File: config.mk
export PLATFORM = sky130hd
export DESIGN_NAME = lock_ctrl
export DESIGN_NICKNAME = d
export VERILOG_FILES = /design/src/rtl/lock_pkg.sv /design/src/rtl/lock_timer.sv /design/src/rtl/lock_ctrl.sv
export SDC_FILE = /design/constraint.sdc
export NUM_CORES = 1
export LEC_CHECK = 0
export BUFFER_PORTS_ARGS = -buffer_cell sky130_fd_sc_hd__buf_4
export CAP_MARGIN = 0
export CORE_MARGIN = 2
export CORE_UTILIZATION = 45
export DETAILED_ROUTE_END_ITERATION = 8
export GPL_ROUTABILITY_DRIVEN = 0
export GPL_TIMING_DRIVEN = 0
export PLACE_DENSITY = 0.64
export SYNTH_ARGS = -nofsm -noshare
export SYNTH_HDL_FRONTEND = slang
export SYNTH_HIERARCHICAL = 1
export SYNTH_SLANG_ARGS = --single-unit
File: constraint.sdc
create_clock -name clock -period 3.2 [get_ports clock]
set_clock_uncertainty 0.1 [all_clocks]
set_input_delay 0.64 -clock clock [delete_from_list [all_inputs] [get_ports clock]]
set_output_delay 0.64 -clock clock [all_outputs]
set_load 0.02 [all_outputs]
File: src/rtl/lock_pkg.sv
// Shared keypad codes, FSM state encoding and key classification for the lock controller.
package lock_pkg;

  localparam logic [3:0] KEY_HASH = 4'd10;
  localparam logic [3:0] KEY_STAR = 4'd11;

  typedef enum logic [2:0] {
    IDLE    = 3'd0,
    ENTRY   = 3'd1,
    CHECK   = 3'd2,
    OPEN    = 3'd3,
    LOCKOUT = 3'd4
  } state_e;

  function automatic logic key_is_digit(input logic [3:0] code);
    return code <= 4'd9;
  endfunction

endpackage

File: src/rtl/lock_timer.sv
// Loadable down-counter; expire flags the final cycle so a load of N gives N cycles.
module lock_timer #(
  parameter int unsigned W = 10
) (
  input  logic         clock,
  input  logic         reset,
  input  logic         load,
  input  logic [W-1:0] value,
  output logic         expire
);

  logic [W-1:0] count;

  always_ff @(posedge clock or negedge reset) begin
    if (!reset) begin
      count <= '0;
    end else if (load) begin
      count <= value;
    end else if (count != '0) begin
      count <= count - W'(1);
    end
  end

  assign expire = (count == W'(1));

endmodule

File: src/rtl/lock_ctrl.sv
// Keypad lock controller: digit entry, password check, timed unlock and retry lockout.
// Define LOCK_PWCHG_EN to allow a new password to be entered while unlocked.
module lock_ctrl
  import lock_pkg::*;
#(
  parameter int unsigned         PW_LEN      = 4,
  parameter logic [4*PW_LEN-1:0] DEF_PW      = 16'h1234,
  parameter int unsigned         MAX_TRIES   = 3,
  parameter int unsigned         OPEN_CYC    = 500,
  parameter int unsigned         LOCKOUT_CYC = 1000
) (
  input  logic       clock,
  input  logic       reset,
  input  logic [3:0] key_code,
  input  logic       key_valid,
  output logic       unlock,
  output logic       alarm,
  output logic       err,
  output logic [2:0] digit_cnt,
  output logic       pw_changed
);

  localparam int unsigned BW      = 4 * PW_LEN;
  localparam int unsigned CYC_MAX = (OPEN_CYC > LOCKOUT_CYC) ? OPEN_CYC : LOCKOUT_CYC;
  localparam int unsigned TW      = $clog2(CYC_MAX + 1);
  localparam int unsigned FW      = $clog2(MAX_TRIES + 1);
  localparam logic [2:0]  CNT_FULL = 3'(PW_LEN);
  localparam logic [2:0]  CNT_OVF  = (PW_LEN >= 7) ? 3'd7 : 3'(PW_LEN + 1);

  state_e          state, state_next;
  logic            key_valid_d;
  logic [BW-1:0]   buffer, buffer_nxt, password;
  logic [2:0]      cnt_nxt;
  logic            ovf, ovf_nxt;
  logic [FW-1:0]   fail_cnt, fail_nxt;
  logic            timer_load, timer_expire;
  logic [TW-1:0]   timer_val;
  logic            unlock_nxt, alarm_nxt, err_nxt;

  // One event per press, however long key_valid is held
  logic key_evt, dig_evt, hash_evt, star_evt;
  assign key_evt  = key_valid & ~key_valid_d;
  assign dig_evt  = key_evt & key_is_digit(key_code);
  assign hash_evt = key_evt & (key_code == KEY_HASH);
  assign star_evt = key_evt & (key_code == KEY_STAR);

  // Digit append; once full the buffer freezes and the overflow flag spoils the entry
  logic            room, pw_full, match;
  logic [BW-1:0]   app_buffer;
  logic [2:0]      app_cnt;
  assign room       = (digit_cnt < CNT_FULL);
  assign app_buffer = room ? BW'({buffer, key_code}) : buffer;
  assign app_cnt    = room ? (digit_cnt + 3'd1) : CNT_OVF;
  assign pw_full    = (digit_cnt == CNT_FULL) && !ovf;
  assign match      = pw_full && (buffer == password);

  lock_timer #(.W(TW)) u_timer (
    .clock  (clock),
    .reset  (reset),
    .load   (timer_load),
    .value  (timer_val),
    .expire (timer_expire)
  );

  always_ff @(posedge clock or negedge reset) begin
    if (!reset) state <= IDLE;
    else        state <= state_next;
  end

  always_comb begin
    state_next = state;
    case (state)
      IDLE:    if (dig_evt) state_next = ENTRY;
      ENTRY: begin
        if (star_evt)      state_next = IDLE;
        else if (hash_evt) state_next = CHECK;
      end
      CHECK: begin
        if (match)                                state_next = OPEN;
        else if (fail_cnt >= FW'(MAX_TRIES - 1))  state_next = LOCKOUT;
        else                                      state_next = IDLE;
      end
      OPEN: begin
        if (timer_expire || star_evt) state_next = IDLE;
`ifdef LOCK_PWCHG_EN
        else if (hash_evt && pw_full) state_next = IDLE;
`endif
      end
      LOCKOUT: if (timer_expire) state_next = IDLE;
      default: state_next = IDLE;
    endcase
  end

`ifdef LOCK_PWCHG_EN
  logic [BW-1:0] password_nxt;
  logic          pwchg_nxt;
`endif

  always_comb begin
    buffer_nxt = buffer;
    cnt_nxt    = digit_cnt;
    ovf_nxt    = ovf;
    fail_nxt   = fail_cnt;
    timer_load = 1'b0;
    timer_val  = '0;
    unlock_nxt = (state_next == OPEN);
    alarm_nxt  = (state_next == LOCKOUT);
    err_nxt    = 1'b0;
`ifdef LOCK_PWCHG_EN
    password_nxt = password;
    pwchg_nxt    = 1'b0;
`endif
    case (state)
      IDLE: begin
        if (dig_evt) begin
          buffer_nxt = BW'(key_code);
          cnt_nxt    = 3'd1;
          ovf_nxt    = 1'b0;
        end
      end
      ENTRY: begin
        if (star_evt) begin
          buffer_nxt = '0;
          cnt_nxt    = '0;
          ovf_nxt    = 1'b0;
        end else if (dig_evt) begin
          buffer_nxt = app_buffer;
          cnt_nxt    = app_cnt;
          ovf_nxt    = ~room;
        end
      end
      CHECK: begin
        buffer_nxt = '0;
        cnt_nxt    = '0;
        ovf_nxt    = 1'b0;
        timer_load = 1'b1;
        if (match) begin
          fail_nxt  = '0;
          timer_val = TW'(OPEN_CYC);
        end else begin
          err_nxt   = 1'b1;
          fail_nxt  = FW'(fail_cnt + FW'(1));
          timer_val = TW'(LOCKOUT_CYC);
          timer_load = (state_next == LOCKOUT);
        end
      end
      OPEN: begin
`ifdef LOCK_PWCHG_EN
        if (dig_evt) begin
          buffer_nxt = app_buffer;
          cnt_nxt    = app_cnt;
          ovf_nxt    = ~room;
        end else if (hash_evt) begin
          if (pw_full) begin
            password_nxt = buffer;
            pwchg_nxt    = 1'b1;
          end
          buffer_nxt = '0;
          cnt_nxt    = '0;
          ovf_nxt    = 1'b0;
        end
`endif
        if (state_next == IDLE) begin
          buffer_nxt = '0;
          cnt_nxt    = '0;
          ovf_nxt    = 1'b0;
        end
      end
      LOCKOUT: if (timer_expire) fail_nxt = '0;
      default: ;
    endcase
  end

  always_ff @(posedge clock or negedge reset) begin
    if (!reset) begin
      key_valid_d <= 1'b0;
      buffer      <= '0;
      digit_cnt   <= '0;
      ovf         <= 1'b0;
      fail_cnt    <= '0;
      unlock      <= 1'b0;
      alarm       <= 1'b0;
      err         <= 1'b0;
    end else begin
      key_valid_d <= key_valid;
      buffer      <= buffer_nxt;
      digit_cnt   <= cnt_nxt;
      ovf         <= ovf_nxt;
      fail_cnt    <= fail_nxt;
      unlock      <= unlock_nxt;
      alarm       <= alarm_nxt;
      err         <= err_nxt;
    end
  end

`ifdef LOCK_PWCHG_EN
  always_ff @(posedge clock or negedge reset) begin
    if (!reset) begin
      password   <= DEF_PW;
      pw_changed <= 1'b0;
    end else begin
      password   <= password_nxt;
      pw_changed <= pwchg_nxt;
    end
  end
`else
  assign password   = DEF_PW;
  assign pw_changed = 1'b0;
`endif

endmodule

==> impl_metrics.csv, run 1 <==
group,metric,value,unit
critical_path,critPathMaxStageDelay,0.41,ns
yosys,synthArstFlopShare,1.00,
hold_path,hold_path_class,"in -> async",
route,drtAntennaViolNets,0,
clock_tree,clock_sinks,39,
grt,grt_max_degree,40,
floorplan,initial_utilization,0.471,
clock_tree,post-cts-setup-buffer-count,0,
floorplan,io_pins,14,
floorplan,die_width,72,µm
grt,antenna_found_initial,0,
route,dr_wl_met2,2040,µm
yosys,ys.warnings.count,6,
clock_tree,path_clk_slew,0.08,ns
clock_tree,numCtsBuffers,5,
critical_path,path_cells,"inv_1 -> ha_1 -> nor4bb_1 -> nand4_1 -> or2_1 -> a21oi_1 -> clkbuf_1 -> nor2_1 -> a22o_1",
pwr,powerDensity,848,mW/mm²
yosys,syn_area,0.00208,mm²
clock_tree,clock-root-buffer,"clkbuf_8",
clock_tree,cts_resized,0,
final_layout,nFillCells,384,
final_layout,design_area,0.00235,mm²
timing,fin_crit_sh,0.861,
timing,min_period,2.75,ns
timing,rsz0062_at_grt,"false",
final_layout,area_growth,12.8,%
timing,finalMaxSlewViolations,0,
final_layout,drive_above_1_share,0.182,
yosys,syn_area_per_cell,10.5,µm²
route,drc,0,
critical_path,cp.arrival,2.83,ns
route,avgViaCountPerCell,5.85,
timing,tns,0,ns
critical_path,r2r_slack,0.45,ns
placement,place_area,0.00224,mm²
yosys,synth_edf_count,0,
route,post_drt_wl_per_cell,16.0,µm
final_layout,fin_nets,231,
floorplan,core-area,0.00441,mm²
clock_tree,hold_buffers,0,
grt,grt_pass1_vias,1624,
grt,gr-total-overflow,0,
placement,port_buffers,12,
timing,clock.fmax,0.363,GHz
final_layout,multi_input_area,0.00101,mm²
route,wl_met3,194,µm
grt,grt_util_all_layers,0.185,
critical_path,rr_endpoint,"u_timer/count[5]",
pwr,leakage,1.05,nW
yosys,ys.flop_type,"dfrtp_1",
grt,grt_pass1_wl,7490,µm
final_layout,layout_common_cells,"dfrtp_1, nand2_1, a22o_1, buf_4, nor2_1",
clock_tree,htreeDepth,2,
timing,setup_violations,0,
floorplan,fp-row-count,24,
timing,tightestPinTransition,0.576,ns
yosys,ys_ff_latch,39,
route,route.top_layer_used,"met4",
run_status,status,"finished clean",
critical_path,worstReg2RegStart,"digit_cnt[0]",
clock_tree,tritoncts,"yes",
final_layout,diodes,0,
yosys,synthesis.instances,198,
critical_path,cp_max_fo,10,
floorplan,dieArea,0.00518,mm²
critical_path,worstPathRequired,3.27,ns
yosys,ys_seq_area_frac,0.469,
placement,dp_hpwl,3110,µm
critical_path,startpoint_type,"register",
final_layout,final_common_cell,"dfrtp_1",
critical_path,critPathCaptureType,"register",
clock_tree,clk_latency,0.28,ns
pwr,vdd_drop_max,0.391,mV
route,first_pass_iters,4,
timing,slew_headroom,0.613,
timing,hold_viol_final,0,
floorplan,die_y,72,µm
critical_path,cp_slowest_cell,"dfrtp_1",
critical_path,r2r.worst_path.cells,9,
route,dr_total_vias,1591,
yosys,synth.distinct_cells,57,
clock_tree,clock_path_buffers,2,
final_layout,regArea,976,µm²
route,wl,4350,µm
critical_path,crit_type,"reg -> reg",
job,maxCapViolCount,0,
route,wl_met1,2080,µm
route,drt_iter0_markers,80,
-- registers in the layout, indices dropped and copies added, names as in the netlist --
| register | cells |
|---|---|
| fail_cnt | 2 |
| state | 3 |
| err | 1 |
| unlock | 1 |
| key_valid_d | 1 |
| ovf | 1 |
| alarm | 1 |
| digit_cnt | 3 |
| u_timer/count | 10 |
| buffer | 16 |
-- where the power goes --
| part | switching [mW] | leakage (nW) | total (mW) | internal [mW] |
|---|---|---|---|---|
| clock | 0.167 | 0.0505 | 0.363 | 0.196 |
| sequential | 0.190 | 0.504 | 0.881 | 0.691 |
| combinational | 0.383 | 0.491 | 0.745 | 0.362 |
| total | 0.741 | 1.05 | 1.99 | 1.25 |
-- through the flow --
stage                util  power, mW  cells  hold WS, ns  setup slack (ns)
floorplan               -       1.41    200        0.244             0.822
global placement    0.508       1.58    264        0.393             0.560
detailed placement  0.508       1.63    264        0.400             0.496
CTS                 0.532       2.00    272        0.228             0.474
global route        0.532       2.14    272        0.238             0.282
finish              0.532       1.99    272        0.209             0.446
-- synthesized netlist by cell type, drive strengths merged, types with 2 or more instances --
master / n / area (µm²)
mux2: 2 / 26.3
nand2: 18 / 67.6
dfrtp: 39 / 976
ha: 5 / 62.6
inv: 12 / 45.0
nand2b: 3 / 18.8
nor2b: 2 / 12.5
nor4: 2 / 18.8
mux2i: 4 / 40.0
xnor2: 4 / 35.0
o31ai: 2 / 15.0
nand3: 4 / 20.0
o21ai: 11 / 58.8
nor3: 4 / 31.3
or4: 2 / 15.0
nand3b: 4 / 42.5
clkbuf: 2 / 7.51
buf: 6 / 52.6
nor2: 17 / 66.3
o211ai: 4 / 43.8
nand4: 2 / 12.5
a22o: 17 / 149
a21oi: 7 / 35.0
nor4b: 2 / 17.5
-- layer usage --
layer / GRT usage / up-vias
li1: - / 761
met1: 0.262 / 779
met2: 0.281 / 45
met3: 0.0458 / 6
met4: 0.0587 / 0
met5: 0 / -
-- how the worst max path moves through the flow --
stage | startpoint | end | slack, ns
5_1_grt | digit_cnt[0] | u_timer/count[5] | 0.28
3_5_place_dp | digit_cnt[0] | u_timer/count[5] | 0.50
2_1_floorplan | digit_cnt[0] | u_timer/count[5] | 0.82
6_report | digit_cnt[0] | u_timer/count[5] | 0.45
4_1_cts | digit_cnt[0] | u_timer/count[5] | 0.47
3_3_place_gp | digit_cnt[0] | u_timer/count[5] | 0.56
-- layout make-up --
cell class                 count  area share
multi-input combinational    141       0.429
sequential                    39       0.416
timing repair buffer          12      0.0384
tap                           52      0.0277
clock inverter                 1     0.00320
buffer                         8      0.0256
inverter                      12      0.0192
clock buffer                   7      0.0410
-- logic make-up (layout without fill, tap and decap cells) --
family	after synthesis	count (layout)	synth area share
AO/OA/AOI/OAI	56	56	0.215
XOR/XNOR	4	4	0.0168
adder cells (fa/ha/maj)	5	5	0.0301
buffers and inverters	20	40	0.0505
flip-flops	39	39	0.469
multiplexers	6	6	0.0319
other	1	3	0.00180
AND/OR/NAND/NOR	67	67	0.185
-- worst max-delay path, delay by kind of cell, from the launching register on --
kind,cells,cell delay (ns)
flops,1,0.41
simple gates,4,1.10
buf+inv,2,0.49
compound gates,2,0.39
fa+ha+maj,1,0.15
No activity file was read; power rests on OpenSTA's default activity.
==> run 2, diff against run 1 <==
==> constraint.sdc (replaced) <==
create_clock -name clock -period 3.2 [get_ports clock]
set_clock_uncertainty 0.1 [all_clocks]
set_input_delay 0.32 -clock clock [delete_from_list [all_inputs] [get_ports clock]]
set_output_delay 0.32 -clock clock [all_outputs]
set_load 0.02 [all_outputs]
==> run 2 against run 1 <==
Compared with the run above: final cell count rose by 0.37%; fmax decreased by 0.14%; routed wire length fell by 0.14%; first-iteration DRC count is 8.8% lower; worst hold slack got worse by 0.15 ns; combinational power about the same; global-route usage stayed put; non-clock buffer count is 1 higher; critical endpoint unchanged; largest power group unchanged.
==> impl_metrics.csv, run 2 (same netlist as run 1, synthesis figures left out) <==
group,metric,value,unit
timing,tns,0,ns
clock_tree,path_clk_slew,0.07,ns
final_layout,largest-register,"buffer",
clock_tree,post-cts-setup-buffer-count,0,
final_layout,largest_reg_flops,16,
floorplan,initial_utilization,0.471,
pwr,share_seq_of_total_power,0.442,
final_layout,finalNonFillerCells,273,
timing,hold_viol_final,0,
pwr,p_sw,0.742,mW
timing,rsz0062_at_grt,"false",
floorplan,io_pins,14,
final_layout,final_common_cell,"dfrtp_1",
route,post_drt_wl_per_cell,15.9,µm
floorplan,core-area,0.00441,mm²
timing,clock.fmax,0.363,GHz
critical_path,r2r_slack,0.44,ns
critical_path,rr_endpoint,"u_timer/count[5]",
clock_tree,numCtsBuffers,5,
run_status,status,"finished clean",
critical_path,startpoint_type,"register",
critical_path,critPathMaxStageDelay,0.41,ns
final_layout,layout_common_cells,"dfrtp_1, nand2_1, a22o_1, buf_4, nor2_1",
grt,gr-total-overflow,0,
pwr,leakage,1.05,nW
route,avgViaCountPerCell,5.87,
floorplan,fp-row-count,24,
critical_path,worstReg2RegStart,"digit_cnt[0]",
grt,grt_pass1_wl,7490,µm
route,first_pass_iters,4,
timing,setup_violations,0,
critical_path,worstPathRequired,3.28,ns
critical_path,critPathCaptureType,"register",
timing,fin_crit_sh,0.862,
final_layout,drive_above_1_share,0.181,
hold_path,hold_depth,1,
critical_path,cp_max_fo,10,
placement,dp_cells,264,
clock_tree,htreeDepth,2,
timing,slew_headroom,0.615,
clock_tree,clock_sinks,39,
route,drc,0,
pwr,combPwrFrac,0.375,
pwr,power.internal,1.25,mW
grt,grt_max_degree,40,
timing,tightestPinTransition,0.573,ns
timing,holdWs,0.0555,ns
hold_path,hold_path_class,"in -> reg",
job,maxCapViolCount,0,
clock_tree,tritoncts,"yes",
floorplan,die_width,72,µm
critical_path,cp.arrival,2.83,ns
critical_path,path_cells,"inv_1 -> ha_1 -> nor4bb_1 -> nand4_1 -> or2_1 -> a21oi_1 -> clkbuf_1 -> nor2_1 -> a22o_1",
final_layout,top_regs,"buffer (16), u_timer/count (10)",
critical_path,cp_slowest_cell,"dfrtp_1",
timing,finalMaxSlewViolations,0,
clock_tree,cts_resized,0,
floorplan,die_y,72,µm
grt,grt_util_all_layers,0.185,
route,drt_iter0_markers,73,
final_layout,fin_nets,232,
clock_tree,hold_buffers,1,
floorplan,dieArea,0.00518,mm²
critical_path,crit_type,"reg -> reg",
pwr,vdd_drop_max,0.393,mV
route,dr_total_vias,1602,
route,drtAntennaViolNets,0,
grt,grt_pass1_vias,1624,
placement,port_buffers,12,
clock_tree,clk_latency,0.28,ns
grt,antenna_found_initial,0,
placement,dp_hpwl,3110,µm
pwr,clkPwrFrac,0.183,
clock_tree,clock-root-buffer,"clkbuf_8",
hold_path,min_from,"key_valid",
critical_path,r2r.worst_path.cells,9,
hold_path,min_to,"key_valid_d",
route,wl,4340,µm
pwr,switching_share,0.373,
timing,min_period,2.76,ns
final_layout,nFillCells,383,
clock_tree,clock_path_buffers,2,
pwr,powerDensity,845,mW/mm²
pwr,power.total,1.99,mW
final_layout,area_growth,13.3,%
final_layout,diodes,0,
-- run 2: changes by cell type in the layout (fill, tap and decap cells not counted), sizes merged --
cell / delta
dlygate4sd3: +1
-- run 2: layer usage --
metal / track usage / share of wire / vias to the layer above / wire length (µm)
met5: 0 / 0 / - / 0
met4: 0.0587 / 0.0083 / 0 / 36
met3: 0.0458 / 0.045 / 6 / 195
met2: 0.281 / 0.46 / 48 / 2010
met1: 0.262 / 0.48 / 785 / 2100
li1: - / - / 763 / -
-- run 2: how the worst max path moves through the flow --
stage | from | endpoint | slack (ns) | depth (start not counted)
after floorplan | digit_cnt[0] | u_timer/count[5] | 0.82 | 9
after global placement | digit_cnt[0] | u_timer/count[5] | 0.56 | 9
after detailed placement | digit_cnt[0] | u_timer/count[5] | 0.50 | 9
after CTS | digit_cnt[0] | u_timer/count[5] | 0.47 | 9
after global routing | digit_cnt[0] | u_timer/count[5] | 0.28 | 9
final | digit_cnt[0] | u_timer/count[5] | 0.44 | 9
-- run 2: area by class of cell --
| class | count | area, µm² | share of cell area |
|---|---|---|---|
| plain buffers | 8 | 60.1 | 0.0255 |
| clock buffers | 7 | 96.3 | 0.0409 |
| clock inverters | 1 | 7.51 | 0.00318 |
| inverters | 12 | 45.0 | 0.0191 |
| multi-input cells | 141 | 1010 | 0.427 |
| flip-flops and latches | 39 | 976 | 0.414 |
| well taps | 52 | 65.1 | 0.0276 |
| repair buffers | 13 | 100 | 0.0425 |
-- run 2: critical path: cells and delay by family (launching register included) --
kind | cells | cell delay (ns)
AO/OA/AOI/OAI | 2 | 0.39
adder cells (fa/ha/maj) | 1 | 0.15
buffers and inverters | 2 | 0.50
flip-flops | 1 | 0.41
AND/OR/NAND/NOR | 4 | 1.08
-- run 2: stage by stage --
stage | setup WS, ns | area (µm²) | util
6_report | 0.442 | 2360 | 0.534
3_3_place_gp | 0.560 | 2240 | 0.508
3_5_place_dp | 0.496 | 2240 | 0.508
2_1_floorplan | 0.822 | 2090 | -
4_1_cts | 0.474 | 2360 | 0.534
5_1_grt | 0.282 | 2360 | 0.534
-- run 2: power groups by stage --
stage	logic, mW	clock network [mW]	registers [mW]
global placement	0.709	0	0.869
floorplan	0.556	0	0.855
CTS	0.751	0.376	0.875
global route	0.837	0.399	0.909
finish	0.748	0.364	0.880
detailed placement	0.746	0	0.883
==> run 3, diff against run 2 <==
- CTS_CLUSTER_SIZE: default -> 30
- GPL_ROUTABILITY_DRIVEN: 0 -> default
- HOLD_SLACK_MARGIN: default -> 0.15
==> run 3 against run 2 <==
Compared with the run above: global-route usage rose by 0.059 points; total power about the same; critical path depth unchanged; first-iteration DRC count grew 1.4%; combinational power is essentially flat; final area up 0.42%; worst hold slack improved by 0.13 ns; non-clock buffer count is 1 higher; largest cell class unchanged.
==> impl_metrics.csv, run 3 (same netlist as run 1, synthesis figures left out) <==
group,metric,value,unit
run_status,status,"finished clean",
final_layout,final_common_cell,"dfrtp_1",
grt,grt_util_all_layers,0.185,
pwr,clkPwrFrac,0.183,
route,first_pass_iters,4,
timing,fin_crit_sh,0.862,
final_layout,area_growth,13.8,%
final_layout,fin_nets,233,
final_layout,layout_common_cells,"dfrtp_1, nand2_1, a22o_1, buf_4, nor2_1",
route,post_drt_wl_per_cell,15.9,µm
critical_path,worstPathRequired,3.28,ns
pwr,leakage,1.05,nW
pwr,p_sw,0.743,mW
critical_path,path_cells,"inv_1 -> ha_1 -> nor4bb_1 -> nand4_1 -> or2_1 -> a21oi_1 -> clkbuf_1 -> nor2_1 -> a22o_1",
critical_path,r2r.worst_path.cells,9,
timing,hold_viol_final,0,
timing,tightestPinTransition,0.573,ns
route,drt_iter0_markers,74,
timing,min_period,2.76,ns
critical_path,cp.arrival,2.83,ns
floorplan,fp-row-count,24,
final_layout,nFillCells,384,
route,dr_total_vias,1607,
floorplan,die_y,72,µm
critical_path,critPathMaxStageDelay,0.41,ns
critical_path,cp_slowest_cell,"dfrtp_1",
grt,antenna_found_initial,0,
clock_tree,tritoncts,"yes",
final_layout,diodes,0,
critical_path,startpoint_type,"register",
clock_tree,hold_buffers,2,
floorplan,dieArea,0.00518,mm²
clock_tree,clock-root-buffer,"clkbuf_8",
pwr,share_seq_of_total_power,0.442,
timing,tns,0,ns
critical_path,cp_max_fo,10,
critical_path,critPathCaptureType,"register",
route,wl,4350,µm
grt,grt_pass1_wl,7520,µm
final_layout,drive_above_1_share,0.180,
timing,finalMaxSlewViolations,0,
route,avgViaCountPerCell,5.86,
grt,gr-total-overflow,0,
timing,layout_setup_ws,0.442,ns
grt,grt_pass1_vias,1635,
job,maxCapViolCount,0,
placement,dp_hpwl,3110,µm
clock_tree,htreeDepth,2,
clock_tree,clock_sinks,39,
clock_tree,cts_resized,0,
placement,place.gp.congestion,0.865,
pwr,power.internal,1.25,mW
clock_tree,post-cts-setup-buffer-count,0,
floorplan,initial_utilization,0.471,
clock_tree,clock_path_buffers,2,
critical_path,crit_path_end,"u_timer/count[5]",
critical_path,r2r_slack,0.44,ns
pwr,vdd_drop_max,0.393,mV
final_layout,fin_util,0.536,
timing,slew_headroom,0.615,
grt,grt_max_degree,40,
route,drtAntennaViolNets,0,
timing,rsz0062_at_grt,"false",
placement,port_buffers,12,
critical_path,rr_endpoint,"u_timer/count[5]",
clock_tree,numCtsBuffers,5,
timing,holdWs,0.185,ns
floorplan,io_pins,14,
final_layout,largest-register,"buffer",
placement,pre_cts_ws,0.496,ns
critical_path,crit_type,"reg -> reg",
final_layout,largest_reg_flops,16,
critical_path,crit_start,"digit_cnt[0]",
pwr,combPwrFrac,0.376,
pwr,powerDensity,842,mW/mm²
timing,setup_violations,0,
clock_tree,clk_latency,0.28,ns
timing,clock.fmax,0.363,GHz
floorplan,core-area,0.00441,mm²
hold_path,hold_path_class,"in -> reg",
clock_tree,path_clk_slew,0.07,ns
pwr,switching_share,0.373,
floorplan,die_width,72,µm
route,drc,0,
final_layout,top_regs,"buffer (16), u_timer/count (10)",
critical_path,worstReg2RegStart,"digit_cnt[0]",
[run 3: area by class of cell]
cell class	count	area [µm²]	area share
Inverter	12	45.0	0.0190
Clock buffer	7	96.3	0.0407
Buffer	8	60.1	0.0254
Sequential cell	39	976	0.412
Tap cell	52	65.1	0.0275
Timing Repair Buffer	14	110	0.0465
Clock inverter	1	7.51	0.00317
Multi-Input combinational cell	141	1010	0.425
[run 3: worst min-delay path by stage]
stage | from | to | slack [ns] | cells past startpoint
CTS | key_code[0] | buffer[0] | 0.17 | 2
global placement | reset | buffer[9] | 0.22 | 1
finish | key_code[0] | buffer[0] | 0.18 | 2
global route | key_code[0] | buffer[0] | 0.18 | 2
floorplan | reset | alarm | -0.08 | 0
detailed placement | reset | buffer[13] | 0.22 | 1
[run 3: stage by stage]
step	area, µm²	power [mW]	instances
final	2370	1.99	274
after global routing	2370	2.15	274
after CTS	2370	2.00	274
after detailed placement	2240	1.63	264
after global placement	2240	1.58	264
after floorplan	2090	1.41	200
[run 3: worst max-delay path: cells and delay by family, from the launching register on]
family | cells | cell delay, ns
AOI/OAI and AO/OA | 2 | 0.39
adders and majority gates | 1 | 0.15
buffers and inverters | 2 | 0.50
DFF | 1 | 0.41
and+or+nand+nor | 4 | 1.08
[run 3: layer usage]
layer,up-vias,global-route usage,wire length [µm]
met4,0,0.0587,36
li1,765,-,-
met3,6,0.0458,195
met1,788,0.262,2100
met2,48,0.283,2020
met5,-,0,0
[run 3: power groups by stage]
stage	clock network (mW)	logic (mW)	registers (mW)
after detailed placement	0	0.746	0.883
after global routing	0.399	0.838	0.909
after global placement	0	0.709	0.869
after floorplan	0	0.556	0.855
after CTS	0.376	0.752	0.875
final	0.364	0.749	0.880
